File: config.mk
export PLATFORM = sky130hd
export DESIGN_NAME = diff_arbiter
export DESIGN_NICKNAME = d
export VERILOG_FILES = /design/src/rtl/diff_arbiter.sv
export SDC_FILE = /design/constraint.sdc
export NUM_CORES = 1
export LEC_CHECK = 0
export ABC_AREA = 1
export CORE_MARGIN = 2
export CORE_UTILIZATION = 35
export DETAILED_ROUTE_END_ITERATION = 7
export GPL_ROUTABILITY_DRIVEN = 0
export PLACE_DENSITY_LB_ADDON = 0.15
export REMOVE_ABC_BUFFERS = 1
export SYNTH_ARGS = -nofsm -noshare
export SYNTH_HDL_FRONTEND = slang
export SYNTH_SLANG_ARGS = --single-unit
File: constraint.sdc
create_clock -name clk -period 6.9 [get_ports clk]
set_input_delay 0.69 -clock clk [delete_from_list [all_inputs] [get_ports clk]]
set_output_delay 0.69 -clock clk [all_outputs]
set_load 0.01 [all_outputs]
File: src/rtl/diff_arbiter.sv
// diff_arbiter: round-robin arbiter sharing one lowest-differing-bit unit among NREQ requesters.
module diff_arbiter #(
    parameter int NREQ = 4,
    parameter int IDW  = 2
) (
    input  logic               clk,
    input  logic               rst,
    input  logic [NREQ-1:0]    req_valid,
    input  logic [32*NREQ-1:0] req_a,
    input  logic [32*NREQ-1:0] req_b,
    output logic [NREQ-1:0]    req_ready,
    output logic               rsp_valid,
    input  logic               rsp_ready,
    output logic [IDW-1:0]     rsp_id,
    output logic [31:0]        rsp_pos,
    output logic               busy
);
    typedef enum logic [1:0] {IDLE, CALC, DONE} state_e;
    state_e state_q, state_d;
    logic [IDW-1:0] ptr_q, ptr_d, id_q, id_d, rsp_id_q, rsp_id_d;
    logic [31:0] op_a_q, op_a_d, op_b_q, op_b_d, a_sel, b_sel, x;
    logic [5:0] pos, rsp_pos_q, rsp_pos_d;
    logic rsp_valid_q, rsp_valid_d, found;
    int sel_idx, best;
    // The valid requester at the smallest upward distance from ptr_q wins.
    always_comb begin
        found = 1'b0;
        sel_idx = 0;
        best = NREQ;
        a_sel = '0;
        b_sel = '0;
        for (int i = 0; i < NREQ; i++) begin
            if (req_valid[i] && ((i + NREQ - int'(ptr_q)) % NREQ) < best) begin
                best = (i + NREQ - int'(ptr_q)) % NREQ;
                found = 1'b1;
                sel_idx = i;
                a_sel = req_a[32*i +: 32];
                b_sel = req_b[32*i +: 32];
            end
        end
    end
    always_comb begin
        x = op_a_q ^ op_b_q;
        pos = 6'd32;
        for (int i = 31; i >= 0; i--) if (x[i]) pos = 6'(i);
    end
    assign req_ready = (state_q == IDLE && found) ? NREQ'(1) << sel_idx : '0;
    always_comb begin
        state_d = state_q;
        ptr_d = ptr_q;
        id_d = id_q;
        op_a_d = op_a_q;
        op_b_d = op_b_q;
        rsp_id_d = rsp_id_q;
        rsp_pos_d = rsp_pos_q;
        rsp_valid_d = rsp_valid_q;
        if (state_q == IDLE && found) begin
            state_d = CALC;
            ptr_d = IDW'((sel_idx + 1) % NREQ);
            id_d = IDW'(sel_idx);
            op_a_d = a_sel;
            op_b_d = b_sel;
        end else if (state_q == CALC) begin
            state_d = DONE;
            rsp_pos_d = pos;
            rsp_id_d = id_q;
            rsp_valid_d = 1'b1;
        end else if (state_q == DONE && rsp_ready) begin
            state_d = IDLE;
            rsp_valid_d = 1'b0;
        end
    end
    always_ff @(posedge clk) begin
        if (rst) begin
            state_q <= IDLE;
            ptr_q <= '0;
            id_q <= '0;
            op_a_q <= '0;
            op_b_q <= '0;
            rsp_id_q <= '0;
            rsp_pos_q <= '0;
            rsp_valid_q <= 1'b0;
        end else begin
            state_q <= state_d;
            ptr_q <= ptr_d;
            id_q <= id_d;
            op_a_q <= op_a_d;
            op_b_q <= op_b_d;
            rsp_id_q <= rsp_id_d;
            rsp_pos_q <= rsp_pos_d;
            rsp_valid_q <= rsp_valid_d;
        end
    end
    assign rsp_valid = rsp_valid_q;
    assign rsp_id = rsp_id_q;
    assign rsp_pos = {26'd0, rsp_pos_q};
    assign busy = state_q != IDLE;
endmodule

==> metrics.yaml, run 1 <==
yosys:
  ys_seq_elements: 79
  netlist_area_um2: 5600
  syn_area_per_cell_um2: 6.68
  yosys_warnings: 0
  ys_seq_area_share_pct: 28.3
  yosysUniqueCellTypes: 28
  netlist.area_leader.share_pct: 28.3
  synthTopCellsByArea: "dfxtp_1 (28%), nand2_1 (14%), a21oi_1 (13%)"
  synth_top_area_cell: "dfxtp_1"
  postSynthCellCount: 838
timing:
  period_minus_slack_ns: 5.16
  finalHoldViolations: 0
  fmaxAchievable_mhz: 194
  maxSlewViolCount: 0
  whs_ns: 0.463
  slew_headroom_pct: 23.0
  setup_violations: 0
  setup_ws_ns: 1.74
  tightest_slew_ns: 1.15
  period_share_pct: 74.8
  grt_setup_unrepaired: "false"
  skew_ns: 0.00668
clock_network:
  cts_hold_buf: 0
  clk_pin_slew_worst_paths_ns: 0.06
  cts_setup_buffers: 0
  cts_tree: "yes"
  cts_resized: 0
  clock_latency_ns: 0.32
  clock_path_buffers: 2
  clockRootBuffer: "clkbuf_16"
  htreeDepth: 3
  numCtsBuffers: 9
  cts.sinks: 79
placement:
  pre_cts_slack_ns: 1.73
  dp.final_hpwl_mm: 12.6
  place_area_um2: 8290
  io_buffers: 276
route:
  drtIter0Drc: 219
  route.vias.total: 6416
  route.detailed.drc: 0
  avgViaCountPerCell: 5.00
  dr.pass1.iters: 4
  wire_per_inst_um: 13.9
  ant_nets: 0
  totalWireLength_mm: 17.8
global_routing:
  grt_max_degree: 77
  overflow: 0
  grt_util_all_layers_pct: 20.0
  grt_pass1_wl_mm: 28.1
  antenna_found_initial: 0
  grt_pass1_vias: 6105
worst_setup_path:
  reg2reg_slack_ns: 3.04
  worstPathRequired_ns: 6.21
  timing.rr.end: "op_b_q[15]"
  r2r-start: "ptr_q[0]"
  cp.arrival_ns: 4.47
  worstSetupStartpointType: "input pin"
  r2r_cells: 17
  end_kind: "output pin"
  worstSetupPathType: "input pin to output pin"
  crit_fanout: 68
power:
  combPwrFrac_pct: 52.1
  irDropWorstVdd_uv: 151
  p_sw_share_pct: 40.3
  p_sw_uw: 936
  intPower_mw: 1.39
  p_seq_share_pct: 27.3
  finalPower_mw: 2.32
  p_leak_nw: 3.13
  powerDensity_nw_per_um2: 271
  clock_power_share_pct: 20.6
floorplanning:
  die-area_um2: 17000
  initial_core_util_pct: 35.5
  core_um2: 15800
  die_w_um: 130
  ioPinCount: 303
  die_y_um: 130
  rows: 46
final_layout:
  finalNetCount: 1330
  final_area_um2: 8590
  utilization_pct: 54.5
  drive_above_1_share_pct: 3.47
  multiInputGateArea_um2: 3510
  regArea_um2: 1580
  syn2layout_area_growth_pct: 53.5
  n_fill_cell: 1594
  diodes: 0
run_status:
  status: "completed"
min_path:
  worstHoldStart: "rsp_pos_q[1]"
  hold_path.class: "register to register"
  worstHoldEndpoint: "rsp_pos_q[1]"
  hold_depth: 2
flow_run:
  drv_cap: 0
## cell families (layout without fill, tap and decap cells)
| kind of cell | count (synthesis) | count (layout) | share of synthesized area (%) |
|---|---|---|---|
| fa+ha+maj | 6 | 6 | 1.34 |
| flops | 79 | 79 | 28.3 |
| compound gates | 292 | 292 | 33.9 |
| simple gates | 305 | 305 | 20.6 |
| xor+xnor | 30 | 30 | 4.70 |
| other cells | 1 | 26 | 0.0670 |
| buf+inv | 125 | 328 | 11.1 |
## routing by layer
metal / GRT usage [%] / routed length [um]
met1: 24.0 / 7850
met2: 37.5 / 8960
met3: 3.05 / 767
met4: 4.38 / 193
met5: 0 / 0
## worst max-delay path by stage
stage	start	to	slack, ns
floorplan	req_valid[1]	req_ready[1]	-1.27
global placement	req_valid[1]	req_ready[1]	1.84
detailed placement	req_valid[0]	req_ready[1]	1.73
CTS	req_valid[1]	req_ready[1]	1.72
global route	req_valid[0]	req_ready[1]	1.27
finish	req_valid[1]	req_ready[1]	1.74
## critical path, stage by stage
cell and delay [ns]:
clkdlybuf4s50_1 0.51, nor2_1 0.07, a21oi_1 0.12, o21ai_0 0.13, ha_1 0.29, o211ai_1 0.09, nand3_1 0.17, nand2_1 0.09
o21ai_0 0.09, ha_1 0.30, a21oi_2 0.07, o21ai_4 0.11, buf_4 0.50, nand2_1 0.22, inv_1 0.16, ha_1 0.15
inv_1 0.04, nor2_1 0.10, clkdlybuf4s50_1 0.55
## stage by stage
step                setup TNS, ns  instances
floorplan                  -69.78        765
global placement                0       1266
detailed placement              0       1266
CTS                             0       1282
global route                    0       1282
finish                          0       1282
## layout make-up
type                            count  share of cell area, %
Inverter                           27                   1.19
Clock buffer                        9                   2.62
Timing Repair Buffer              285                   32.8
Tap cell                          216                   3.15
Multi-Input combinational cell    659                   40.9
Clock inverter                      7                  0.918
Sequential cell                    79                   18.4
## registers in the layout (all words and copies together), names as in the netlist
name       flops
ptr_q          2
rsp_id         2
id_q           2
rsp_pos_q      6
op_b_q        32
rsp_valid      1
state_q        2
op_a_q        32
## cell usage in the layout (no fill, tap or decap), types with 3 or more instances in the layout
cell type	netlist	final
xnor2_1	30	30
a21oi_1	140	140
o21ai_0	7	6
clkinvlp_4	0	3
o311ai_0	28	28
nor2_1	97	97
ha_1	6	6
nand2_1	205	205
buf_4	28	9
o21bai_1	3	3
clkbuf_16	0	9
clkdlybuf4s50_1	0	274
o311ai_1	36	36
o211ai_1	66	66
inv_1	24	23
inv_6	0	3
inv_2	3	3
conb_1	1	26
o21ai_1	3	3
dfxtp_1	79	79
## synth_stat cells, drive strengths merged
cell type,instances
conb,1
o31ai,1
nand2,205
o21ai,12
dfxtp,79
o311ai,64
or2,1
xnor2,30
buf,45
nand3,1
nor2,97
o211ai,66
a211oi,2
inv,27
ha,6
clkbuf,53
nor3,1
a21oi,142
o21bai,3
a31oi,2
## power groups by stage
stage | Sequential [mW] | Combinational, mW | Clock (mW)
after floorplan | 0.636 | 0.812 | 0
after global placement | 0.643 | 1.21 | 0
after detailed placement | 0.645 | 1.22 | 0
after CTS | 0.635 | 1.23 | 0.494
after global routing | 0.652 | 1.39 | 0.515
final | 0.635 | 1.21 | 0.479
(Power assumes the default switching activity.)
==> run 2, diff against run 1 <==
Clock period 6.9 ns to 4.2 ns, I/O delays scaled along.
==> metrics.yaml, run 2 (synthesis gave the netlist of run 1 again) <==
run_status:
  status: "completed"
worst_setup_path:
  crit_fanout: 4
  reg2reg_slack_ns: 0.95
  worstSetupPathType: "input pin to output pin"
  cp_cell_sequence: "clkdlybuf4s50_1 > nor2_1 > a21oi_1 > o21ai_0 > ha_1 > o211ai_1 > nand3_2 > nand2_1 > o21ai_0 > ha_1 > a21oi_2 > o21ai_4 > nand2_1 > inv_1 > ha_1 > inv_1 > nor2_1 > clkdlybuf4s50_1"
  timing.rr.end: "op_b_q[15]"
  critPathLaunch: "req_valid[1]"
  worst-path-buf-inv: 4
  worstSetupStartpointType: "input pin"
  cp.arrival_ns: 3.49
  cp_slowest_stage_delay_ns: 0.53
  crit_family: "buffers and inverters"
  worstPathRequired_ns: 3.78
  r2r_cells: 16
  r2r-start: "ptr_q[1]"
  end_kind: "output pin"
  path_common_cell: "ha_1"
  cp_slowest_cell: "clkdlybuf4s50_1"
final_layout:
  utilization_pct: 54.8
  final_area_um2: 8640
  final_cell_mix: "clkdlybuf4s50_1 (274), nand2_1 (205), a21oi_1 (140)"
  final_common_cell: "clkdlybuf4s50_1"
  finalNetCount: 1330
  diodes: 0
  drive_above_1_share_pct: 3.28
  syn2layout_area_growth_pct: 54.5
  regArea_um2: 1580
  reg_top3: "op_a_q: 32 flops, op_b_q: 32 flops, rsp_pos_q: 6 flops"
  final_cells: 1282
  multiInputGateArea_um2: 3520
  n_fill_cell: 1578
route:
  route.detailed.drc: 0
  ant_nets: 0
  totalWireLength_mm: 17.5
  drtIter0Drc: 205
  wire_per_inst_um: 13.7
  route.vias.total: 6396
  dr.pass1.iters: 4
  avgViaCountPerCell: 4.99
placement:
  dp.final_hpwl_mm: 12.6
  place_area_um2: 8300
  placedCellCount: 1266
  io_buffers: 276
global_routing:
  grt_pass1_vias: 5933
  antenna_found_initial: 0
  overflow: 0
  grt_util_all_layers_pct: 19.8
  grt_max_degree: 129
  grt_pass1_wl_mm: 27.9
clock_network:
  numCtsBuffers: 9
  cts_hold_buf: 0
  htreeDepth: 3
  cts.sinks: 79
  cts_tree: "yes"
  clock_path_buffers: 2
  clockRootBuffer: "clkbuf_16"
  clock_latency_ns: 0.32
  clk_pin_slew_worst_paths_ns: 0.06
timing:
  period_share_pct: 93.0
  skew_ns: 0.00614
  finalHoldViolations: 0
  tightest_slew_ns: 1.15
  grt_setup_unrepaired: "false"
  maxSlewViolCount: 0
  slew_headroom_pct: 23.1
  setup_violations: 0
  period_minus_slack_ns: 3.91
  fmaxAchievable_mhz: 256
min_path:
  worstHoldStart: "rsp_pos_q[4]"
  hold_depth: 2
  hold_path.class: "register to register"
  worstHoldEndpoint: "rsp_pos_q[4]"
power:
  p_leak_nw: 3.16
  irDropWorstVdd_uv: 333
  powerDensity_nw_per_um2: 454
floorplanning:
  core_um2: 15800
  die-area_um2: 17000
  ioPinCount: 303
  die_y_um: 130
  rows: 46
  initial_core_util_pct: 35.5
  die_w_um: 130
flow_run:
  drv_cap: 0
run 2: cell types whose count changed in the layout (fill, tap and decap cells not counted):
cell | before | now
clkinvlp_4 | 3 | 0
bufinv_16 | 1 | 3
buf_12 | 0 | 1
nand3_2 | 0 | 1
inv_6 | 3 | 0
clkbuf_1 | 0 | 3
clkbuf_8 | 0 | 1
buf_4 | 9 | 8
nand3_1 | 1 | 0
run 2: cell type report:
class	count	area share (%)
multi-input cells	659	40.7
clock buffers	13	2.90
flip-flops and latches	79	18.3
inverters	27	1.19
repair buffers	285	32.8
well taps	216	3.13
clock inverters	3	1.04
run 2: worst reg2reg max path: stages, from the launching register on:
cell      delay [ns]
dfxtp_1         0.34
inv_2           0.06
nand2_1         0.13
nand2_1         0.09
o21ai_0         0.22
ha_1            0.28
o211ai_1        0.11
nand3_2         0.13
nand2_1         0.08
o21ai_0         0.08
ha_1            0.29
a21oi_2         0.07
o21ai_4         0.16
buf_4           0.52
o311ai_0        0.31
o211ai_1        0.17
a21oi_1         0.09
run 2: report_power, final:
part | switching (mW) | total (mW) | leakage (nW) | internal (mW)
Clock | 0.285 | 0.882 | 0.164 | 0.598
Combinational | 1.11 | 2.00 | 2.34 | 0.890
Sequential | 0.114 | 1.04 | 0.651 | 0.931
run 2: what timing repair did:
| action | in CTS | in global routing |
|---|---|---|
| endpoints found under the setup margin | 0 | 1 |
| buffers inserted | 0 | 0 |
| gates resized for setup | 0 | 1 |
run 2: routing by layer:
metal	up-vias	part of all wire [%]	GRT usage, %
met2	176	50	36.4
met5	-	0	0
met1	2872	44	24.3
met4	0	1.2	4.19
li1	3330	-	-
met3	18	5.1	3.46
run 2: stage by stage:
stage	hold slack, ns	setup slack (ns)	power, mW	setup TNS, ns
2_1_floorplan	0.452	-3.53	2.38	-245.13
5_1_grt	0.485	0.00215	4.29	0
6_report	0.466	0.292	3.93	0
3_3_place_gp	0.451	0.345	3.05	0
4_1_cts	0.467	0.255	3.98	0
3_5_place_dp	0.458	0.267	3.07	0
run 2: how the worst max path moves through the flow:
stage / slack (ns) / to / cells past startpoint
2_1_floorplan: -3.53 / req_ready[1] / 16
3_3_place_gp: 0.35 / req_ready[1] / 18
3_5_place_dp: 0.27 / req_ready[1] / 18
4_1_cts: 0.25 / req_ready[1] / 18
5_1_grt: 0.002 / req_ready[1] / 18
6_report: 0.29 / req_ready[1] / 18
==> run 3, diff against run 2 <==
Settings changed: CORE_ASPECT_RATIO from default to 1.25, CORE_UTILIZATION 35 to 36, SETUP_SLACK_MARGIN from default to 0.4.
==> metrics.yaml, run 3 (synthesis gave the netlist of run 1 again) <==
route:
  dr.pass1.iters: 4
  drtIter0Drc: 252
  avgViaCountPerCell: 5.08
  route.detailed.drc: 0
  route.vias.total: 6482
  ant_nets: 0
  totalWireLength_mm: 18.1
  wire_per_inst_um: 14.2
worst_setup_path:
  cp.arrival_ns: 3.19
  worstSetupStartpointType: "input pin"
  timing.rr.end: "op_b_q[17]"
  r2r-start: "ptr_q[1]"
  r2r_cells: 16
  reg2reg_slack_ns: 0.92
  crit_fanout: 4
  end_kind: "output pin"
  critPathLaunch: "req_valid[1]"
  worstSetupPathType: "input pin to output pin"
  worstPathRequired_ns: 3.78
clock_network:
  numCtsBuffers: 9
  clock_latency_ns: 0.33
  htreeDepth: 3
  cts.sinks: 79
  clk_pin_slew_worst_paths_ns: 0.05
  clockRootBuffer: "clkbuf_16"
  cts_tree: "yes"
  clock_path_buffers: 2
final_layout:
  n_fill_cell: 1495
  finalNetCount: 1334
  final_common_cell: "clkdlybuf4s50_1"
  multiInputGateArea_um2: 3520
  regArea_um2: 1580
  final_cell_mix: "clkdlybuf4s50_1 (270), nand2_1 (205), a21oi_1 (140)"
  utilization_pct: 56.8
  syn2layout_area_growth_pct: 53.0
  reg_top3: "op_a_q: 32 flops, op_b_q: 32 flops, rsp_pos_q: 6 flops"
  diodes: 0
  drive_above_1_share_pct: 3.75
global_routing:
  antenna_found_initial: 0
  overflow: 0
  grt_util_all_layers_pct: 21.1
  grt_pass1_vias: 6164
  grt_pass1_wl_mm: 28.6
  grt_max_degree: 71
power:
  powerDensity_nw_per_um2: 434
  p_leak_nw: 3.15
  irDropWorstVdd_uv: 258
  finalPower_mw: 3.71
timing:
  grt_setup_unrepaired: "true"
  whs_ns: 0.462
  tightest_slew_ns: 0.739
  slew_headroom_pct: 50.8
  finalHoldViolations: 0
  fmaxAchievable_mhz: 277
  period_minus_slack_ns: 3.61
  setup_violations: 0
  period_share_pct: 86.0
  skew_ns: 0.00318
  maxSlewViolCount: 0
flow_run:
  drv_cap: 0
min_path:
  hold_path.class: "register to register"
  worstHoldEndpoint: "rsp_pos_q[4]"
  worstHoldStart: "rsp_pos_q[4]"
  hold_depth: 2
floorplanning:
  initial_core_util_pct: 37.1
  core_um2: 15100
  die_w_um: 116
  rows: 50
  die-area_um2: 16600
  ioPinCount: 303
  die_y_um: 143
placement:
  io_buffers: 276
  dp.final_hpwl_mm: 13.2
run_status:
  status: "completed"
[run 3: repair_timing]
action	CTS	global route
buffers inserted	0	1
hold buffers	0	0
setup endpoints to repair	4	4
resized for setup	5	3
pin swaps	2	1
[run 3: metrics by stage]
stage          setup TNS (ns)  cells  instance area, um2  setup slack, ns
2_1_floorplan         -245.13    765                5170            -3.53
5_1_grt                     0   1275                8560            0.341
6_report                    0   1275                8560            0.590
3_3_place_gp                0   1261                8300            0.346
3_5_place_dp                0   1261                8300            0.231
4_1_cts                     0   1274                8550            0.514
[run 3: area by class of cell]
| class | instances | share of cell area [%] |
|---|---|---|
| tap | 208 | 3.04 |
| clock buffer | 11 | 2.84 |
| clock inverter | 2 | 0.117 |
| sequential | 79 | 18.5 |
| inverter | 27 | 1.20 |
| timing repair buffer | 289 | 33.2 |
| multi-input combinational | 659 | 41.1 |
[run 3: where the power goes]
part           switching [mW]  total [mW]  leakage [nW]  internal [mW]
registers               0.115        1.05         0.651          0.931
logic                    1.11        1.99          2.37          0.884
clock network           0.275       0.679         0.127          0.404
[run 3: critical path: stages]
cell	delay, ns
clkdlybuf4s50_1	0.50
nor2_1	0.06
a21oi_1	0.12
o21ai_1	0.10
ha_1	0.29
o211ai_1	0.11
nand3_2	0.13
o21ai_0	0.19
ha_1	0.27
a21oi_2	0.18
o21ai_4	0.08
o21ai_2	0.10
inv_2	0.07
ha_1	0.20
inv_1	0.05
nor2_1	0.03
dlygate4sd2_1	0.28
[run 3: metal layers]
layer  global-route usage (%)  share of wire (%)  up-vias
met4                     7.04                1.7        0
met2                     39.5                 52      169
met3                     2.66                3.8       21
met5                        0                  0        -
met1                     24.4                 42     2956
li1                         -                  -     3336
[run 3: worst max-delay path by stage]
stage	slack, ns	endpoint
4_1_cts	0.51	req_ready[0]
2_1_floorplan	-3.53	req_ready[1]
3_3_place_gp	0.35	req_ready[1]
5_1_grt	0.34	req_ready[0]
3_5_place_dp	0.23	req_ready[0]
6_report	0.59	req_ready[0]
